### src/rtl/alarm_clock_ctrl_pkg.sv
// rtl/alarm_clock_ctrl_pkg.sv - shared encodings and helpers for the alarm clock sequencer
package alarm_clock_ctrl_pkg;

    typedef enum logic [2:0] {
        ST_RUN         = 3'd0,
        ST_ADJ_CLK_HR  = 3'd1,
        ST_ADJ_CLK_MIN = 3'd2,
        ST_ADJ_ALM_HR  = 3'd3,
        ST_ADJ_ALM_MIN = 3'd4
    } state_t;

    // One-hot field select, bit order {ALM_MIN, ALM_HR, CLK_MIN, CLK_HR}
    localparam logic [3:0] FIELD_NONE    = 4'b0000;
    localparam logic [3:0] FIELD_CLK_HR  = 4'b0001;
    localparam logic [3:0] FIELD_CLK_MIN = 4'b0010;
    localparam logic [3:0] FIELD_ALM_HR  = 4'b0100;
    localparam logic [3:0] FIELD_ALM_MIN = 4'b1000;

    // Winning button after same-cycle priority resolution (c > r > l > u > d)
    typedef enum logic [2:0] {
        BTN_NONE = 3'd0,
        BTN_C    = 3'd1,
        BTN_R    = 3'd2,
        BTN_L    = 3'd3,
        BTN_U    = 3'd4,
        BTN_D    = 3'd5
    } btn_t;

    typedef struct packed {
        logic       sec_en;
        logic       min_en;
        logic       hr_en;
        logic       sec_clr;
        logic       tmin_up;
        logic       tmin_dn;
        logic       thr_up;
        logic       thr_dn;
        logic       amin_up;
        logic       amin_dn;
        logic       ahr_up;
        logic       ahr_dn;
        logic       adjust;
        logic [3:0] field_sel;
    } ctrl_out_t;

    function automatic btn_t btn_pick(input logic c, input logic r, input logic l,
                                      input logic u, input logic d);
        btn_t b;
        if (c)      b = BTN_C;
        else if (r) b = BTN_R;
        else if (l) b = BTN_L;
        else if (u) b = BTN_U;
        else if (d) b = BTN_D;
        else        b = BTN_NONE;
        return b;
    endfunction

    function automatic logic [3:0] field_of(input state_t s);
        logic [3:0] f;
        case (s)
            ST_ADJ_CLK_HR:  f = FIELD_CLK_HR;
            ST_ADJ_CLK_MIN: f = FIELD_CLK_MIN;
            ST_ADJ_ALM_HR:  f = FIELD_ALM_HR;
            ST_ADJ_ALM_MIN: f = FIELD_ALM_MIN;
            default:        f = FIELD_NONE;
        endcase
        return f;
    endfunction

    function automatic state_t adj_next(input state_t s);
        state_t n;
        case (s)
            ST_ADJ_CLK_HR:  n = ST_ADJ_CLK_MIN;
            ST_ADJ_CLK_MIN: n = ST_ADJ_ALM_HR;
            ST_ADJ_ALM_HR:  n = ST_ADJ_ALM_MIN;
            default:        n = ST_ADJ_CLK_HR;
        endcase
        return n;
    endfunction

    function automatic state_t adj_prev(input state_t s);
        state_t n;
        case (s)
            ST_ADJ_CLK_HR:  n = ST_ADJ_ALM_MIN;
            ST_ADJ_CLK_MIN: n = ST_ADJ_CLK_HR;
            ST_ADJ_ALM_HR:  n = ST_ADJ_CLK_MIN;
            default:        n = ST_ADJ_ALM_HR;
        endcase
        return n;
    endfunction

endpackage

### src/rtl/alarm_clock_ctrl_if.sv
// rtl/alarm_clock_ctrl_if.sv - button/datapath bundle between conditioning logic and the sequencer
interface alarm_clock_ctrl_if #(
    parameter int HR_W  = 5,
    parameter int MIN_W = 6
);
    logic             tick_1hz;
    logic             btn_c;
    logic             btn_l;
    logic             btn_r;
    logic             btn_u;
    logic             btn_d;
    logic             alarm_en;
    logic [MIN_W-1:0] sec;
    logic [MIN_W-1:0] t_min;
    logic [HR_W-1:0]  t_hr;
    logic [MIN_W-1:0] a_min;
    logic [HR_W-1:0]  a_hr;

    logic             sec_en;
    logic             min_en;
    logic             hr_en;
    logic             sec_clr;
    logic             tmin_up;
    logic             tmin_dn;
    logic             thr_up;
    logic             thr_dn;
    logic             amin_up;
    logic             amin_dn;
    logic             ahr_up;
    logic             ahr_dn;
    logic             adjust;
    logic [3:0]       field_sel;
    logic             ringing;
    logic             alarm_led;

    modport master (
        output tick_1hz, btn_c, btn_l, btn_r, btn_u, btn_d, alarm_en,
        output sec, t_min, t_hr, a_min, a_hr,
        input  sec_en, min_en, hr_en, sec_clr,
        input  tmin_up, tmin_dn, thr_up, thr_dn,
        input  amin_up, amin_dn, ahr_up, ahr_dn,
        input  adjust, field_sel, ringing, alarm_led
    );

    modport slave (
        input  tick_1hz, btn_c, btn_l, btn_r, btn_u, btn_d, alarm_en,
        input  sec, t_min, t_hr, a_min, a_hr,
        output sec_en, min_en, hr_en, sec_clr,
        output tmin_up, tmin_dn, thr_up, thr_dn,
        output amin_up, amin_dn, ahr_up, ahr_dn,
        output adjust, field_sel, ringing, alarm_led
    );

endinterface

### src/rtl/alarm_clock_ctrl_alarm_ringer.sv
// rtl/alarm_clock_ctrl_alarm_ringer.sv - alarm match edge detect, ring timer, blink and stop logic
module alarm_ringer #(
    parameter int RING_S = 60
) (
    input  logic clk,
    input  logic rst,
    input  logic match,
    input  logic arm,
    input  logic tick,
    input  logic any_btn,
    input  logic run,
    output logic ringing,
    output logic led,
    output logic consume
);

    localparam logic [7:0] RING_LIM = 8'(RING_S);

    logic       match_d;
    logic [7:0] ring_cnt;
    logic [7:0] cnt_inc;
    logic       blink;
    logic       start;
    logic       stop;

    // Button pressed while ringing only silences the buzzer
    assign consume = ringing && any_btn;
    assign cnt_inc = ring_cnt + 8'd1;

    // Rising edge of match only; a simultaneous button press is left to the FSM
    // so a press is never both honoured and followed by a ring
    assign start = run && arm && match && !match_d && !ringing && !any_btn;
    assign stop  = ringing && (any_btn || !arm || (tick && (cnt_inc == RING_LIM)));
    assign led   = blink;

    // Previous-cycle match, tracked in every state so leaving adjust onto a match stays quiet
    always_ff @(posedge clk) begin
        if (rst) begin
            match_d <= 1'b0;
        end else begin
            match_d <= match;
        end
    end

    // Ring counter and blink: count ticks while ringing, clear everything on stop
    always_ff @(posedge clk) begin
        if (rst) begin
            ringing  <= 1'b0;
            ring_cnt <= 8'd0;
            blink    <= 1'b0;
        end else if (stop) begin
            ringing  <= 1'b0;
            ring_cnt <= 8'd0;
            blink    <= 1'b0;
        end else if (start) begin
            ringing  <= 1'b1;
            ring_cnt <= 8'd0;
            blink    <= 1'b0;
        end else if (ringing && tick) begin
            ring_cnt <= cnt_inc;
            blink    <= !blink;
        end
    end

endmodule

### src/rtl/alarm_clock_ctrl.sv
// rtl/alarm_clock_ctrl.sv - mode FSM, run cascade and adjust strobes for the alarm clock
module alarm_clock_ctrl
    import alarm_clock_ctrl_pkg::*;
#(
    parameter int RING_S = 60,
    parameter int HR_W   = 5,
    parameter int MIN_W  = 6
) (
    input logic               clk,
    input logic               rst,
    alarm_clock_ctrl_if.slave bus
);

    state_t           state_q;
    state_t           state_d;
    ctrl_out_t        out_d;
    ctrl_out_t        out_q;
    logic             dirty_q;
    btn_t             btn_sel;
    logic             any_btn;
    logic             consume;
    logic             match;
    logic             ring;
    logic             led;
    logic             run;

    logic [MIN_W-1:0] sec;
    logic [MIN_W-1:0] t_min;
    logic [MIN_W-1:0] a_min;
    logic [HR_W-1:0]  t_hr;
    logic [HR_W-1:0]  a_hr;

    assign sec   = bus.sec;
    assign t_min = bus.t_min;
    assign a_min = bus.a_min;
    assign t_hr  = bus.t_hr;
    assign a_hr  = bus.a_hr;

    assign any_btn = bus.btn_c | bus.btn_l | bus.btn_r | bus.btn_u | bus.btn_d;
    assign match   = (t_hr == a_hr) && (t_min == a_min) && (sec == '0);
    assign run     = (state_q == ST_RUN);

    // A dismissing press is swallowed whole: no mode change, no strobe
    assign btn_sel = consume ? BTN_NONE
                             : btn_pick(bus.btn_c, bus.btn_r, bus.btn_l, bus.btn_u, bus.btn_d);

    alarm_ringer #(
        .RING_S (RING_S)
    ) u_ringer (
        .clk     (clk),
        .rst     (rst),
        .match   (match),
        .arm     (bus.alarm_en),
        .tick    (bus.tick_1hz),
        .any_btn (any_btn),
        .run     (run),
        .ringing (ring),
        .led     (led),
        .consume (consume)
    );

    // Mode state register
    always_ff @(posedge clk) begin
        if (rst) begin
            state_q <= ST_RUN;
        end else begin
            state_q <= state_d;
        end
    end

    // Next mode and the strobes to issue on the following cycle
    always_comb begin
        state_d = state_q;
        out_d   = '0;
        case (state_q)
            ST_RUN: begin
                if (btn_sel == BTN_C) begin
                    state_d = ST_ADJ_CLK_HR;
                end
                out_d.sec_en = bus.tick_1hz;
                out_d.min_en = bus.tick_1hz && (sec == MIN_W'(59));
                out_d.hr_en  = bus.tick_1hz && (sec == MIN_W'(59)) && (t_min == MIN_W'(59));
            end
            default: begin
                case (btn_sel)
                    BTN_C: state_d = ST_RUN;
                    BTN_R: state_d = adj_next(state_q);
                    BTN_L: state_d = adj_prev(state_q);
                    BTN_U: begin
                        case (state_q)
                            ST_ADJ_CLK_HR:  out_d.thr_up  = 1'b1;
                            ST_ADJ_CLK_MIN: out_d.tmin_up = 1'b1;
                            ST_ADJ_ALM_HR:  out_d.ahr_up  = 1'b1;
                            default:        out_d.amin_up = 1'b1;
                        endcase
                    end
                    BTN_D: begin
                        case (state_q)
                            ST_ADJ_CLK_HR:  out_d.thr_dn  = 1'b1;
                            ST_ADJ_CLK_MIN: out_d.tmin_dn = 1'b1;
                            ST_ADJ_ALM_HR:  out_d.ahr_dn  = 1'b1;
                            default:        out_d.amin_dn = 1'b1;
                        endcase
                    end
                    default: ;
                endcase
                out_d.sec_clr = (state_d == ST_RUN) && dirty_q;
            end
        endcase
        out_d.adjust    = (state_d != ST_RUN);
        out_d.field_sel = field_of(state_d);
    end

    // Registered outputs
    always_ff @(posedge clk) begin
        if (rst) begin
            out_q <= '0;
        end else begin
            out_q <= out_d;
        end
    end

    // Dirty flag: time was edited during this adjust session, so seconds restart on exit
    always_ff @(posedge clk) begin
        if (rst) begin
            dirty_q <= 1'b0;
        end else if ((state_q == ST_RUN) && (state_d != ST_RUN)) begin
            dirty_q <= 1'b0;
        end else if (out_d.tmin_up || out_d.tmin_dn || out_d.thr_up || out_d.thr_dn) begin
            dirty_q <= 1'b1;
        end
    end

    assign bus.sec_en    = out_q.sec_en;
    assign bus.min_en    = out_q.min_en;
    assign bus.hr_en     = out_q.hr_en;
    assign bus.sec_clr   = out_q.sec_clr;
    assign bus.tmin_up   = out_q.tmin_up;
    assign bus.tmin_dn   = out_q.tmin_dn;
    assign bus.thr_up    = out_q.thr_up;
    assign bus.thr_dn    = out_q.thr_dn;
    assign bus.amin_up   = out_q.amin_up;
    assign bus.amin_dn   = out_q.amin_dn;
    assign bus.ahr_up    = out_q.ahr_up;
    assign bus.ahr_dn    = out_q.ahr_dn;
    assign bus.adjust    = out_q.adjust;
    assign bus.field_sel = out_q.field_sel;
    assign bus.ringing   = ring;
    assign bus.alarm_led = led;

endmodule

### src/flat_wrapper.sv
// flat-port wrapper written by rule: the top's interface ports become plain ports
module alarm_clock_ctrl_flat import alarm_clock_ctrl_pkg::*;
#(
    parameter int RING_S = 60,
    parameter int HR_W   = 5,
    parameter int MIN_W  = 6
)
  (clk, rst, bus_tick_1hz, bus_btn_c, bus_btn_l, bus_btn_r, bus_btn_u, bus_btn_d, bus_alarm_en, bus_sec, bus_t_min, bus_t_hr, bus_a_min, bus_a_hr, bus_sec_en, bus_min_en, bus_hr_en, bus_sec_clr, bus_tmin_up, bus_tmin_dn, bus_thr_up, bus_thr_dn, bus_amin_up, bus_amin_dn, bus_ahr_up, bus_ahr_dn, bus_adjust, bus_field_sel, bus_ringing, bus_alarm_led);
  alarm_clock_ctrl_if #(.HR_W(HR_W), .MIN_W(MIN_W)) bus_i ();
  input logic clk;
  input logic rst;
  input wire logic [$bits(bus_i.tick_1hz)-1:0] bus_tick_1hz;
  input wire logic [$bits(bus_i.btn_c)-1:0] bus_btn_c;
  input wire logic [$bits(bus_i.btn_l)-1:0] bus_btn_l;
  input wire logic [$bits(bus_i.btn_r)-1:0] bus_btn_r;
  input wire logic [$bits(bus_i.btn_u)-1:0] bus_btn_u;
  input wire logic [$bits(bus_i.btn_d)-1:0] bus_btn_d;
  input wire logic [$bits(bus_i.alarm_en)-1:0] bus_alarm_en;
  input wire logic [$bits(bus_i.sec)-1:0] bus_sec;
  input wire logic [$bits(bus_i.t_min)-1:0] bus_t_min;
  input wire logic [$bits(bus_i.t_hr)-1:0] bus_t_hr;
  input wire logic [$bits(bus_i.a_min)-1:0] bus_a_min;
  input wire logic [$bits(bus_i.a_hr)-1:0] bus_a_hr;
  output wire logic [$bits(bus_i.sec_en)-1:0] bus_sec_en;
  output wire logic [$bits(bus_i.min_en)-1:0] bus_min_en;
  output wire logic [$bits(bus_i.hr_en)-1:0] bus_hr_en;
  output wire logic [$bits(bus_i.sec_clr)-1:0] bus_sec_clr;
  output wire logic [$bits(bus_i.tmin_up)-1:0] bus_tmin_up;
  output wire logic [$bits(bus_i.tmin_dn)-1:0] bus_tmin_dn;
  output wire logic [$bits(bus_i.thr_up)-1:0] bus_thr_up;
  output wire logic [$bits(bus_i.thr_dn)-1:0] bus_thr_dn;
  output wire logic [$bits(bus_i.amin_up)-1:0] bus_amin_up;
  output wire logic [$bits(bus_i.amin_dn)-1:0] bus_amin_dn;
  output wire logic [$bits(bus_i.ahr_up)-1:0] bus_ahr_up;
  output wire logic [$bits(bus_i.ahr_dn)-1:0] bus_ahr_dn;
  output wire logic [$bits(bus_i.adjust)-1:0] bus_adjust;
  output wire logic [$bits(bus_i.field_sel)-1:0] bus_field_sel;
  output wire logic [$bits(bus_i.ringing)-1:0] bus_ringing;
  output wire logic [$bits(bus_i.alarm_led)-1:0] bus_alarm_led;
  assign bus_i.tick_1hz = bus_tick_1hz;
  assign bus_i.btn_c = bus_btn_c;
  assign bus_i.btn_l = bus_btn_l;
  assign bus_i.btn_r = bus_btn_r;
  assign bus_i.btn_u = bus_btn_u;
  assign bus_i.btn_d = bus_btn_d;
  assign bus_i.alarm_en = bus_alarm_en;
  assign bus_i.sec = bus_sec;
  assign bus_i.t_min = bus_t_min;
  assign bus_i.t_hr = bus_t_hr;
  assign bus_i.a_min = bus_a_min;
  assign bus_i.a_hr = bus_a_hr;
  assign bus_sec_en = bus_i.sec_en;
  assign bus_min_en = bus_i.min_en;
  assign bus_hr_en = bus_i.hr_en;
  assign bus_sec_clr = bus_i.sec_clr;
  assign bus_tmin_up = bus_i.tmin_up;
  assign bus_tmin_dn = bus_i.tmin_dn;
  assign bus_thr_up = bus_i.thr_up;
  assign bus_thr_dn = bus_i.thr_dn;
  assign bus_amin_up = bus_i.amin_up;
  assign bus_amin_dn = bus_i.amin_dn;
  assign bus_ahr_up = bus_i.ahr_up;
  assign bus_ahr_dn = bus_i.ahr_dn;
  assign bus_adjust = bus_i.adjust;
  assign bus_field_sel = bus_i.field_sel;
  assign bus_ringing = bus_i.ringing;
  assign bus_alarm_led = bus_i.alarm_led;
  alarm_clock_ctrl #(.RING_S(RING_S), .HR_W(HR_W), .MIN_W(MIN_W)) u_core (.clk(clk), .rst(rst), .bus(bus_i));
endmodule
### config.mk
export PLATFORM = sky130hd
export DESIGN_NAME = alarm_clock_ctrl_flat
export DESIGN_NICKNAME = d
export VERILOG_FILES = /design/src/rtl/alarm_clock_ctrl_pkg.sv /design/src/rtl/alarm_clock_ctrl_if.sv /design/src/rtl/alarm_clock_ctrl_alarm_ringer.sv /design/src/rtl/alarm_clock_ctrl.sv /design/src/flat_wrapper.sv
export SDC_FILE = /design/constraint.sdc
export NUM_CORES = 1
export LEC_CHECK = 0
export ABC_CLOCK_PERIOD_IN_PS = 2300
export BUFFER_PORTS_ARGS = -buffer_cell sky130_fd_sc_hd__buf_2
export CORE_MARGIN = 4
export CORE_UTILIZATION = 50
export DETAILED_ROUTE_END_ITERATION = 6
export PLACE_DENSITY = 0.85
export SYNTH_ARGS = -nofsm -noshare
export SYNTH_HDL_FRONTEND = slang
export SYNTH_SLANG_ARGS = --single-unit
### constraint.sdc
create_clock -name clk -period 2.3 [get_ports clk]
set_input_delay 0.115 -clock clk [delete_from_list [all_inputs] [get_ports clk]]
set_output_delay 0.115 -clock clk [all_outputs]
set_load 0.01 [all_outputs]
==> metrics.txt <==
# TYPE chip_impl_metric gauge
chip_impl_metric{name="synth_edf_count",unit=""} 0
chip_impl_metric{name="cts_max_level",unit=""} 2
chip_impl_metric{name="area_delta_synth_final",unit="%"} 25.06
chip_impl_metric{name="share_comb_of_total_power",unit=""} 0.116
chip_impl_metric{name="cts.repair.resized",unit=""} 0
chip_impl_info{name="synth_top_area_cell",value="sky130_fd_sc_hd__dfxtp_1"} 1
chip_impl_metric{name="core_area",unit="um^2"} 3128
chip_impl_metric{name="num_rows",unit=""} 20
chip_impl_info{name="cp_cell_sequence",value="nand3_2, or4_4, a2111oi_4, nor4_1"} 1
chip_impl_metric{name="syn_inst",unit=""} 189
chip_impl_metric{name="insertion_delay",unit="ps"} 340
chip_impl_info{name="layout_common_cells",value="sky130_fd_sc_hd__buf_2, sky130_fd_sc_hd__dfxtp_1, sky130_fd_sc_hd__nor2_1"} 1
chip_impl_metric{name="power.ir.vdd_worst",unit="V"} 0.0003765
chip_impl_metric{name="grt_pass1_wl",unit="um"} 6486
chip_impl_metric{name="slew_viol_final",unit=""} 0
chip_impl_metric{name="grt_pass1_vias",unit=""} 1518
chip_impl_metric{name="largest_reg_flops",unit=""} 8
chip_impl_info{name="critical_path_class",value="register to register"} 1
chip_impl_metric{name="total_leakage_power",unit="nW"} 0.9010
chip_impl_metric{name="timing.slew.headroom",unit=""} 0.5974
chip_impl_info{name="crit_slowest_cell",value="sky130_fd_sc_hd__a2111oi_4"} 1
chip_impl_metric{name="synth_mux_area_frac",unit=""} 0.01279
chip_impl_metric{name="chipWidth",unit="um"} 65.67
chip_impl_metric{name="yosysSeqAreaShare",unit=""} 0.3853
chip_impl_metric{name="report.final.setup_viol",unit=""} 0
chip_impl_metric{name="syn_area",unit="um^2"} 1663
chip_impl_metric{name="timing.final.crit_share",unit=""} 0.8514
chip_impl_metric{name="detailedPlacementHpwl",unit="um"} 2978
chip_impl_metric{name="fraction_of_the_mapped_netlist_area_in_compound_gates",unit=""} 0.09255
chip_impl_metric{name="routed-via-count",unit=""} 1617
chip_impl_metric{name="postCtsSetupBuffers",unit=""} 0
chip_impl_metric{name="cp_max_fo",unit=""} 10
chip_impl_info{name="registers.top_by_ff_count",value="u_core.u_ringer.ring_cnt"} 1
chip_impl_metric{name="finalWeightedCongestion",unit=""} 0.8684
chip_impl_info{name="crit_path_end_kind",value="register"} 1
chip_impl_metric{name="grt_max_degree",unit=""} 14
chip_impl_metric{name="hold_buffers",unit=""} 0
chip_impl_metric{name="yosys.area_share.adder",unit=""} 0.01505
chip_impl_metric{name="finalHoldViolations",unit=""} 0
chip_impl_metric{name="synthDominantCellAreaShare",unit=""} 0.3853
chip_impl_metric{name="critical_path.n_buffers_inverters",unit=""} 0
chip_impl_metric{name="p_sw_frac",unit=""} 0.2326
chip_impl_metric{name="finClkSkew",unit="ps"} 9.858
chip_impl_metric{name="postSynthNetCount",unit=""} 228
chip_impl_metric{name="synth-seq-cells",unit=""} 32
chip_impl_metric{name="die_area",unit="um^2"} 4313
chip_impl_info{name="crit_path_start_kind",value="register"} 1
chip_impl_metric{name="grt.overflow.total",unit=""} 0
chip_impl_metric{name="ctsLongestPathBuffers",unit=""} 2
chip_impl_metric{name="finalNetCount",unit=""} 286
chip_impl_metric{name="wirelength_per_cell",unit="um"} 13.21
chip_impl_metric{name="route.antenna.remaining_nets",unit=""} 0
chip_impl_metric{name="effective_utilization_at_floorplan",unit=""} 0.5316
chip_impl_metric{name="chipHeight",unit="um"} 65.67
chip_impl_metric{name="synth_simple_gate_area_frac",unit=""} 0.3401
chip_impl_metric{name="cellPowerDensity",unit="nW/um^2"} 572.2
chip_impl_metric{name="routed_via_density",unit=""} 5.538
chip_impl_info{name="layout.cells.most_common",value="sky130_fd_sc_hd__buf_2"} 1
chip_impl_metric{name="synth_async_sr_flop_share",unit=""} 0
chip_impl_info{name="clock_tree.root_cell",value="sky130_fd_sc_hd__clkbuf_4"} 1
chip_impl_info{name="cts_tree",value="yes"} 1
chip_impl_info{name="cpLargestDelayFamily",value="simple AND/OR/NAND/NOR gates"} 1
chip_impl_metric{name="pwr-share-clk",unit=""} 0.406
chip_impl_metric{name="post-route-util",unit=""} 0.6648
chip_impl_metric{name="required_time_at_the_endpoint_of_the_critical_path",unit="ps"} 2500
chip_impl_info{name="hold_path_class",value="input pin to register"} 1
chip_impl_metric{name="r2r_setup_slack",unit="ps"} 340
chip_impl_metric{name="clock-sinks",unit=""} 32
chip_impl_metric{name="max_slew.worst_pin.slew",unit="ps"} 603.9
chip_impl_metric{name="post_route_setup_tns",unit="ps"} 0
chip_impl_metric{name="intPower",unit="mW"} 0.9131
chip_impl_info{name="ys_top_cells_by_area",value="sky130_fd_sc_hd__dfxtp_1, sky130_fd_sc_hd__xor2_1, sky130_fd_sc_hd__nor4_1, sky130_fd_sc_hd__xnor2_1, sky130_fd_sc_hd__nor2_1"} 1
chip_impl_info{name="synth_flop_cell",value="sky130_fd_sc_hd__dfxtp_1"} 1
chip_impl_metric{name="drt_pre_antenna_iters",unit=""} 4
chip_impl_info{name="status",value="finished clean"} 1
chip_impl_metric{name="yosys.cell_types.count",unit=""} 46
chip_impl_metric{name="antenna_found_initial",unit=""} 0
chip_impl_metric{name="worstPathArrival",unit="ps"} 2160
chip_impl_metric{name="grt_overall_usage",unit=""} 0.1926
chip_impl_metric{name="route.final.wire_length",unit="um"} 3856
chip_impl_metric{name="synth_xor_xnor_area_share",unit=""} 0.1264
chip_impl_metric{name="clk_transition_reported_paths",unit="ps"} 100
chip_impl_metric{name="p_sw",unit="mW"} 0.2767
chip_impl_metric{name="post-route-drc-count",unit=""} 0
chip_impl_metric{name="maxCapViolCount",unit=""} 0
chip_impl_metric{name="fmax",unit="GHz"} 0.5106
chip_impl_metric{name="synth-warning-count",unit=""} 0
chip_impl_metric{name="final_period_minus_worst_setup_slack",unit="ps"} 1958
chip_impl_metric{name="top_level_ports",unit=""} 56
chip_impl_metric{name="avg_inst_size_synth",unit="um^2"} 8.798
chip_impl_metric{name="n_antenna_cell",unit=""} 0
chip_impl_metric{name="share_seq_of_total_power",unit=""} 0.478
chip_impl_metric{name="drt-initial-drc-count",unit=""} 135
chip_impl_metric{name="cp_max_stage_delay",unit="ps"} 640
chip_impl_metric{name="drive_above_1_share",unit=""} 0.3024
chip_impl_info{name="rsz0062_at_grt",value="no"} 1
chip_impl_metric{name="numCtsBuffers",unit=""} 5
chip_impl_metric{name="portBuffers",unit=""} 55
chip_impl_info{name="combinational_family_with_the_most_area_after_synthesis",value="simple AND/OR/NAND/NOR gates"} 1
[area by class of cell]
| type | count | area (um^2) |
|---|---|---|
| fillers | 270 | 1049 |
| well taps | 44 | 55.05 |
| repair buffers | 57 | 290.3 |
| clock inverters | 1 | 30.03 |
| multi-input cells | 145 | 975.9 |
| flip-flops and latches | 32 | 640.6 |
| clock buffers | 7 | 65.06 |
| inverters | 6 | 22.52 |
[logic make-up after synthesis]
logic type               after synthesis
flip-flops                            32
AND/OR/NAND/NOR                       99
XOR/XNOR                              24
multiplexers                           2
AO/OA/AOI/OAI                         18
buffers and inverters                 12
adder cells (fa/ha/maj)                2
[worst paths after layout]
path | start | to | depth (start not counted)
worst max-delay path | u_core.u_ringer.ring_cnt[2] | u_core.u_ringer.ring_cnt[7] | 4
worst min register to register | u_core.dirty_q | u_core.bus.sec_clr | 1
worst max register to register | u_core.u_ringer.ring_cnt[2] | u_core.u_ringer.ring_cnt[7] | 4
worst min-delay path | bus_sec[4] | u_core.bus.min_en | 3
[through the flow]
| stage | instances | hold WS [ps] | worst slack [ps] | power [mW] | area, um^2 |
|---|---|---|---|---|---|
| detailed placement | 284 | 382.3 | 351.1 | 0.7174 | 1984 |
| finish | 292 | 30.47 | 341.7 | 1.190 | 2079 |
| CTS | 292 | 31.46 | 336.4 | 1.190 | 2079 |
| floorplan | 189 | 246.4 | 543.4 | 0.6551 | 1663 |
| global placement | 284 | 376.1 | 411.4 | 0.7141 | 1984 |
| global route | 292 | 44.94 | 179.5 | 1.231 | 2079 |
[worst reg2reg max path, stage by stage, from the launching register on]
cell and delay (ps):
sky130_fd_sc_hd__dfxtp_1 460, sky130_fd_sc_hd__nand3_2 140, sky130_fd_sc_hd__or4_4 450, sky130_fd_sc_hd__a2111oi_4 640, sky130_fd_sc_hd__nor4_1 130
[metal layers]
layer / GRT usage / part of all wire
met2: 0.3154 / 0.45
met4: 0.08549 / 0.023
met5: 0 / 0
met1: 0.2321 / 0.43
met3: 0.05470 / 0.10
[power by group through the flow]
stage	sequential, mW	clock (mW)	combinational (mW)
5_1_grt	0.570	0.509	0.153
3_3_place_gp	0.581	0	0.133
2_1_floorplan	0.580	0	0.0753
6_report	0.569	0.484	0.138
3_5_place_dp	0.581	0	0.136
4_1_cts	0.569	0.484	0.137
[cell usage after synthesis (all sizes together), types with 5 or more instances]
library cell,n
nand3,10
nand4,6
clkbuf,5
dfxtp,32
nor3,13
xor2,15
nor4,14
nor2,20
xnor2,9
inv,6
nand2,11
(Power assumes the default switching activity.)
